===== src/rtl/csr_access_unit.sv =====
// Execute-stage Zicsr initiator: decodes CSRRW/S/C(I), reads then writes the
// machine-mode CSR file, and hands the old CSR value back to write-back.
module csr_access_unit #(
    parameter int RD_TIMEOUT = 15,
    parameter int XLEN       = 32
) (
    input  logic            clk,
    input  logic            rst,
    input  logic            in_valid,
    output logic            in_ready,
    input  logic [31:0]     instr,
    input  logic [XLEN-1:0] rs1_data,
    input  logic            flush,
    output logic            csr_rd_en,
    output logic [11:0]     csr_rd_addr,
    input  logic            csr_rd_valid,
    input  logic [XLEN-1:0] csr_rd_data,
    output logic            csr_wr_en,
    output logic [11:0]     csr_wr_addr,
    output logic [XLEN-1:0] csr_wr_data,
    output logic            out_valid,
    input  logic            out_ready,
    output logic [4:0]      out_rd,
    output logic            out_rd_we,
    output logic [XLEN-1:0] out_rd_data,
    output logic            out_illegal
);

    localparam int         CNT_W      = $clog2(RD_TIMEOUT + 1);
    localparam logic [6:0] OPC_SYSTEM = 7'h73;

    typedef enum logic [2:0] {
        IDLE      = 3'd0,
        READ_REQ  = 3'd1,
        READ_WAIT = 3'd2,
        WRITE     = 3'd3,
        RESP      = 3'd4
    } state_t;

    // op is funct3[1:0]: 01 = write, 10 = set bits, 11 = clear bits
    function automatic logic [XLEN-1:0] csr_new_value(input logic [1:0]      op,
                                                      input logic [XLEN-1:0] old_val,
                                                      input logic [XLEN-1:0] operand);
        case (op)
            2'b10:   csr_new_value = old_val | operand;
            2'b11:   csr_new_value = old_val & ~operand;
            default: csr_new_value = operand;
        endcase
    endfunction

    state_t            state_q, state_d;
    logic              in_ready_q, in_ready_d;
    logic              csr_rd_en_q, csr_rd_en_d;
    logic [11:0]       csr_rd_addr_q, csr_rd_addr_d;
    logic              csr_wr_en_q, csr_wr_en_d;
    logic [11:0]       csr_wr_addr_q, csr_wr_addr_d;
    logic [XLEN-1:0]   csr_wr_data_q, csr_wr_data_d;
    logic              out_valid_q, out_valid_d;
    logic [4:0]        out_rd_q, out_rd_d;
    logic              out_rd_we_q, out_rd_we_d;
    logic [XLEN-1:0]   out_rd_data_q, out_rd_data_d;
    logic              out_illegal_q, out_illegal_d;
    logic [11:0]       csr_addr_q, csr_addr_d;
    logic [1:0]        op_q, op_d;
    logic [XLEN-1:0]   operand_q, operand_d;
    logic [4:0]        rd_q, rd_d;
    logic              do_read_q, do_read_d;
    logic              do_write_q, do_write_d;
    logic [XLEN-1:0]   old_q, old_d;
    logic [CNT_W-1:0]  cnt_q, cnt_d;

    logic [6:0]        dec_opcode;
    logic [2:0]        dec_funct3;
    logic [11:0]       dec_csr;
    logic [4:0]        dec_rd;
    logic [4:0]        dec_src;
    logic [XLEN-1:0]   dec_operand;
    logic              dec_rw;
    logic              dec_do_read;
    logic              dec_do_write;
    logic              dec_illegal;
    logic              accept;

    assign dec_opcode   = instr[6:0];
    assign dec_funct3   = instr[14:12];
    assign dec_csr      = instr[31:20];
    assign dec_rd       = instr[11:7];
    assign dec_src      = instr[19:15];
    assign dec_operand  = dec_funct3[2] ? {{(XLEN-5){1'b0}}, dec_src} : rs1_data;
    assign dec_rw       = (dec_funct3[1:0] == 2'b01);
    assign dec_do_read  = !(dec_rw && (dec_rd == 5'd0));
    assign dec_do_write = dec_rw || (dec_src != 5'd0);
    // Read-only CSRs live in the 0xC00-0xFFF quadrant; only an actual write faults.
    assign dec_illegal  = (dec_opcode != OPC_SYSTEM) || (dec_funct3[1:0] == 2'b00) ||
                          (dec_do_write && (dec_csr[11:10] == 2'b11));
    // A flush in IDLE kills the instruction presented in the same cycle.
    assign accept       = in_valid && in_ready_q && !flush;

    // Next-state and next-output computation for the access sequence
    always_comb begin
        state_d       = state_q;
        in_ready_d    = in_ready_q;
        csr_rd_en_d   = 1'b0;
        csr_rd_addr_d = csr_rd_addr_q;
        csr_wr_en_d   = 1'b0;
        csr_wr_addr_d = csr_wr_addr_q;
        csr_wr_data_d = csr_wr_data_q;
        out_valid_d   = out_valid_q;
        out_rd_d      = out_rd_q;
        out_rd_we_d   = out_rd_we_q;
        out_rd_data_d = out_rd_data_q;
        out_illegal_d = out_illegal_q;
        csr_addr_d    = csr_addr_q;
        op_d          = op_q;
        operand_d     = operand_q;
        rd_d          = rd_q;
        do_read_d     = do_read_q;
        do_write_d    = do_write_q;
        old_d         = old_q;
        cnt_d         = cnt_q;

        case (state_q)
            IDLE: begin
                if (accept) begin
                    in_ready_d = 1'b0;
                    csr_addr_d = dec_csr;
                    op_d       = dec_funct3[1:0];
                    operand_d  = dec_operand;
                    rd_d       = dec_rd;
                    do_read_d  = dec_do_read;
                    do_write_d = dec_do_write;
                    old_d      = {XLEN{1'b0}};
                    if (dec_illegal) begin
                        state_d       = RESP;
                        out_valid_d   = 1'b1;
                        out_rd_d      = dec_rd;
                        out_rd_we_d   = 1'b0;
                        out_rd_data_d = {XLEN{1'b0}};
                        out_illegal_d = 1'b1;
                    end else if (dec_do_read) begin
                        state_d       = READ_REQ;
                        csr_rd_en_d   = 1'b1;
                        csr_rd_addr_d = dec_csr;
                    end else begin
                        state_d       = WRITE;
                        csr_wr_en_d   = 1'b1;
                        csr_wr_addr_d = dec_csr;
                        csr_wr_data_d = csr_new_value(dec_funct3[1:0], {XLEN{1'b0}}, dec_operand);
                    end
                end else begin
                    state_d = IDLE;
                end
            end
            READ_REQ: begin
                if (flush) begin
                    state_d    = IDLE;
                    in_ready_d = 1'b1;
                end else begin
                    state_d = READ_WAIT;
                    cnt_d   = {CNT_W{1'b0}};
                end
            end
            READ_WAIT: begin
                if (flush) begin
                    state_d    = IDLE;
                    in_ready_d = 1'b1;
                end else if (csr_rd_valid) begin
                    old_d = csr_rd_data;
                    if (do_write_q) begin
                        state_d       = WRITE;
                        csr_wr_en_d   = 1'b1;
                        csr_wr_addr_d = csr_addr_q;
                        csr_wr_data_d = csr_new_value(op_q, csr_rd_data, operand_q);
                    end else begin
                        state_d       = RESP;
                        out_valid_d   = 1'b1;
                        out_rd_d      = rd_q;
                        out_rd_we_d   = (rd_q != 5'd0);
                        out_rd_data_d = csr_rd_data;
                        out_illegal_d = 1'b0;
                    end
                end else if (cnt_q == CNT_W'(RD_TIMEOUT - 1)) begin
                    // This is the RD_TIMEOUT-th empty cycle: abort without writing.
                    cnt_d         = cnt_q + {{(CNT_W-1){1'b0}}, 1'b1};
                    state_d       = RESP;
                    out_valid_d   = 1'b1;
                    out_rd_d      = rd_q;
                    out_rd_we_d   = 1'b0;
                    out_rd_data_d = {XLEN{1'b0}};
                    out_illegal_d = 1'b1;
                end else begin
                    cnt_d = cnt_q + {{(CNT_W-1){1'b0}}, 1'b1};
                end
            end
            WRITE: begin
                state_d       = RESP;
                out_valid_d   = 1'b1;
                out_rd_d      = rd_q;
                out_rd_we_d   = do_read_q && (rd_q != 5'd0);
                out_rd_data_d = do_read_q ? old_q : {XLEN{1'b0}};
                out_illegal_d = 1'b0;
            end
            RESP: begin
                if (out_ready) begin
                    state_d       = IDLE;
                    in_ready_d    = 1'b1;
                    out_valid_d   = 1'b0;
                    out_rd_we_d   = 1'b0;
                    out_illegal_d = 1'b0;
                end else begin
                    state_d = RESP;
                end
            end
            default: begin
                state_d     = IDLE;
                in_ready_d  = 1'b1;
                out_valid_d = 1'b0;
            end
        endcase
    end

    // State and output registers with synchronous reset
    always_ff @(posedge clk) begin
        if (rst) begin
            state_q       <= IDLE;
            in_ready_q    <= 1'b1;
            csr_rd_en_q   <= 1'b0;
            csr_rd_addr_q <= 12'd0;
            csr_wr_en_q   <= 1'b0;
            csr_wr_addr_q <= 12'd0;
            csr_wr_data_q <= {XLEN{1'b0}};
            out_valid_q   <= 1'b0;
            out_rd_q      <= 5'd0;
            out_rd_we_q   <= 1'b0;
            out_rd_data_q <= {XLEN{1'b0}};
            out_illegal_q <= 1'b0;
            csr_addr_q    <= 12'd0;
            op_q          <= 2'd0;
            operand_q     <= {XLEN{1'b0}};
            rd_q          <= 5'd0;
            do_read_q     <= 1'b0;
            do_write_q    <= 1'b0;
            old_q         <= {XLEN{1'b0}};
            cnt_q         <= {CNT_W{1'b0}};
        end else begin
            state_q       <= state_d;
            in_ready_q    <= in_ready_d;
            csr_rd_en_q   <= csr_rd_en_d;
            csr_rd_addr_q <= csr_rd_addr_d;
            csr_wr_en_q   <= csr_wr_en_d;
            csr_wr_addr_q <= csr_wr_addr_d;
            csr_wr_data_q <= csr_wr_data_d;
            out_valid_q   <= out_valid_d;
            out_rd_q      <= out_rd_d;
            out_rd_we_q   <= out_rd_we_d;
            out_rd_data_q <= out_rd_data_d;
            out_illegal_q <= out_illegal_d;
            csr_addr_q    <= csr_addr_d;
            op_q          <= op_d;
            operand_q     <= operand_d;
            rd_q          <= rd_d;
            do_read_q     <= do_read_d;
            do_write_q    <= do_write_d;
            old_q         <= old_d;
            cnt_q         <= cnt_d;
        end
    end

    assign in_ready    = in_ready_q;
    assign csr_rd_en   = csr_rd_en_q;
    assign csr_rd_addr = csr_rd_addr_q;
    assign csr_wr_en   = csr_wr_en_q;
    assign csr_wr_addr = csr_wr_addr_q;
    assign csr_wr_data = csr_wr_data_q;
    assign out_valid   = out_valid_q;
    assign out_rd      = out_rd_q;
    assign out_rd_we   = out_rd_we_q;
    assign out_rd_data = out_rd_data_q;
    assign out_illegal = out_illegal_q;

endmodule


===== config.mk =====
export PLATFORM = sky130hd
export DESIGN_NAME = csr_access_unit
export DESIGN_NICKNAME = d
export VERILOG_FILES = /design/src/rtl/csr_access_unit.sv
export SDC_FILE = /design/constraint.sdc
export NUM_CORES = 1
export LEC_CHECK = 0
export ABC_CLOCK_PERIOD_IN_PS = 6400
export BUFFER_PORTS_ARGS = -buffer_cell sky130_fd_sc_hd__buf_2
export CORE_MARGIN = 1.5
export CORE_UTILIZATION = 40
export DETAILED_ROUTE_END_ITERATION = 10
export PLACE_DENSITY = 0.68
export SYNTH_ARGS = -nofsm -noshare
export SYNTH_HDL_FRONTEND = slang
export SYNTH_SLANG_ARGS = --single-unit
export TNS_END_PERCENT = 30

===== constraint.sdc =====
create_clock -name clk -period 6.4 [get_ports clk]
set_input_delay 1.28 -clock clk [delete_from_list [all_inputs] [get_ports clk]]
set_output_delay 1.28 -clock clk [all_outputs]
set_load 0.05 [all_outputs]

==> flow_summary.yaml <==
status:
  status: "finished clean"
routing:
  drt-initial-drc-count: 615
  via_per_inst: 5.63
  vias: 8006
  ant_nets: 0
  routedWlPerCell_um: 18.6
  dr.pass1.iters: 5
  drc_errors: 0
  routed_wirelength_mm: 26.5
sta:
  max_freq_mhz: 253
  finalSetupTns_ns: 0
  min_period_ns: 3.95
  worst_pin_slew_ns: 1.19
  rsz0062_at_grt: "no"
  fin_skew_ns: 0.0130
  relSlewSlack_pct: 20.5
  finalSetupViolations: 0
  drv_slew: 0
  finalHoldViolations: 0
  fin_crit_sh_pct: 61.6
global_route:
  grt_pass1_wl_mm: 40.7
  grt_pass1_vias: 7247
  grt-ovfl-total: 0
  track_usage_pct: 23.3
  grt_antenna_before_repair: 0
  grt_max_degree: 144
final_layout:
  final_util_pct: 48.6
  fin_nets: 1237
  drive_above_1_share_pct: 25.6
  antenna_cells: 0
  syn_to_final_growth_pct: 18.5
synth:
  synth-seq-cells: 191
  yosys_most_used_dff: "dfxtp_1"
  synth_cell_types: 49
  yosysWarnings: 0
  yosysMostFrequentCell: "dfxtp_1"
  netlist_area_mm2: 0.00868
  syn_inst: 1001
  synthTopCellsByArea: "dfxtp_1, a21oi_1, a22oi_1, a211oi_1, nand2_1"
  yosysTopAreaCellShare_pct: 44.1
  yosysTopAreaCell: "dfxtp_1"
  synthTopCellsByCount: "dfxtp_1, a21oi_1, nand2_1"
  synth_nets: 1105
  async_reset_ff_share_pct: 0
  synth_seq_area_share_pct: 44.1
  avgSynthCellArea_um2: 8.67
  synth_edf_count: 0
clocking:
  cts.sinks: 191
  cts_made_buffers: 17
  postCtsSetupRepairBufs: 0
  tritoncts: "done"
  hold_buffers: 0
  cts_max_level: 4
  cts-resized-gates: 0
  cts_buffer_depth: 2
  clkTransAtPathRegs_ns: 0.08
  ctsRootBufferMaster: "clkbuf_16"
  clk_latency_ns: 0.44
hold_path:
  min_path_type: "flop to flop"
place:
  gp_congestion: 0.827
  port_buffers: 200
  dp_hpwl_mm: 17.3
worst_setup_path:
  cp.arrival_ns: 4.21
  crit_required_ns: 6.67
  crit_fanout: 46
  start_kind: "input port"
  path_class: "input port to flop"
  end_kind: "flop"
floorplan:
  row_count: 53
  die_h_um: 150
  initial_core_util_pct: 41.0
  fp.dieArea_mm2: 0.0226
  ios: 201
  fp.coreArea_mm2: 0.0212
  die_w_um: 150
power_and_ir_drop:
  total_power_mw: 2.73
  leakagePower_nw: 3.76
  powerDensity_mw_per_mm2: 266
  irDropWorstVdd_mv: 0.153
run:
  drv_cap: 0
power breakdown:
group | switching [mW] | internal, mW
clock | 0.537 | 0.569
combinational | 0.262 | 0.111
sequential | 0.0254 | 1.23
registers in the layout, indices dropped and copies added (netlist names):
signal / cells
out_rd_we: 1
old_q: 32
csr_addr_q: 12
op_q: 2
csr_rd_addr: 12
do_write_q: 1
out_valid: 1
in_ready: 1
out_illegal: 1
rd_q: 5
do_read_q: 1
operand_q: 32
cnt_q: 4
state_q: 3
csr_wr_en: 1
csr_rd_en: 1
out_rd_data: 32
csr_wr_addr: 12
csr_wr_data: 32
out_rd: 5
through the flow:
| stage | area (um2) | worst slack [ns] | hold WS, ns | instances |
|---|---|---|---|---|
| after floorplan | 8680 | 3.43 | 0.432 | 1001 |
| after global placement | 9660 | 2.02 | 0.442 | 1389 |
| after detailed placement | 9660 | 1.98 | 0.447 | 1389 |
| after CTS | 10300 | 2.44 | 0.457 | 1421 |
| after global routing | 10300 | 2.21 | 0.480 | 1421 |
| final | 10300 | 2.45 | 0.455 | 1421 |
final timing paths:
path              startpoint             end  slack [ns]  depth (start not counted)
setup / recovery   instr[16]  csr_wr_addr[4]        2.45                          6
hold / removal       op_q[0]         op_q[0]        0.45                          2
setup reg to reg  state_q[1]  out_rd_data[0]        3.29                          6
hold reg to reg      op_q[0]         op_q[0]        0.45                          2
placed cells by master (no fill, tap or decap), types with 2 or more instances in the layout:
cell	instances
or4_1	3
a221o_1	2
o21ai_0	3
nand4_1	3
nand2_1	132
a21oi_1	185
inv_6	3
clkinv_8	5
o32a_1	2
nor2b_1	36
a311oi_1	12
nor3_2	2
buf_4	14
xor2_1	2
nor2_1	48
nor4_1	6
a31oi_1	3
buf_2	199
a211oi_2	31
dfxtp_1	191
and2_2	2
clkbuf_16	17
nand2b_1	26
and2_1	2
a22oi_1	73
inv_1	7
inv_8	4
mux2i_1	32
ha_1	2
nor3_1	3
a211oi_1	67
worst max-delay path: stages:
cell and delay (ns):
buf_2 0.11, or4_4 0.59, o311ai_4 0.30, a21o_2 0.79, and2_2 0.92, a311oi_1 0.21
cell families (layout without fill, tap and decap cells):
logic type | count (synthesis) | in the layout | share of synthesized area, %
mux | 32 | 32 | 3.69
compound gates | 388 | 388 | 30.4
flops | 191 | 191 | 44.1
buf+inv | 108 | 253 | 6.04
simple gates | 277 | 277 | 15.2
xor+xnor | 2 | 2 | 0.202
fa+ha+maj | 3 | 3 | 0.404
layout make-up:
cell class / count / area [um2]
Timing Repair Buffer: 214 / 1110
Clock inverter: 14 / 191
Tap cell: 275 / 344
Sequential cell: 191 / 3820
Inverter: 7 / 26.3
Multi-Input combinational cell: 702 / 4360
Clock buffer: 18 / 429
Fill cell: 2094 / 10900
per-layer routing:
layer	global-route usage [%]	part of all wire [%]	vias to the layer above
met3	4.21	7.2	32
met5	0	0	-
met4	6.81	1.8	0
met2	33.5	43	315
li1	-	-	3888
met1	35.1	48	3771
(Power assumes the default switching activity.)
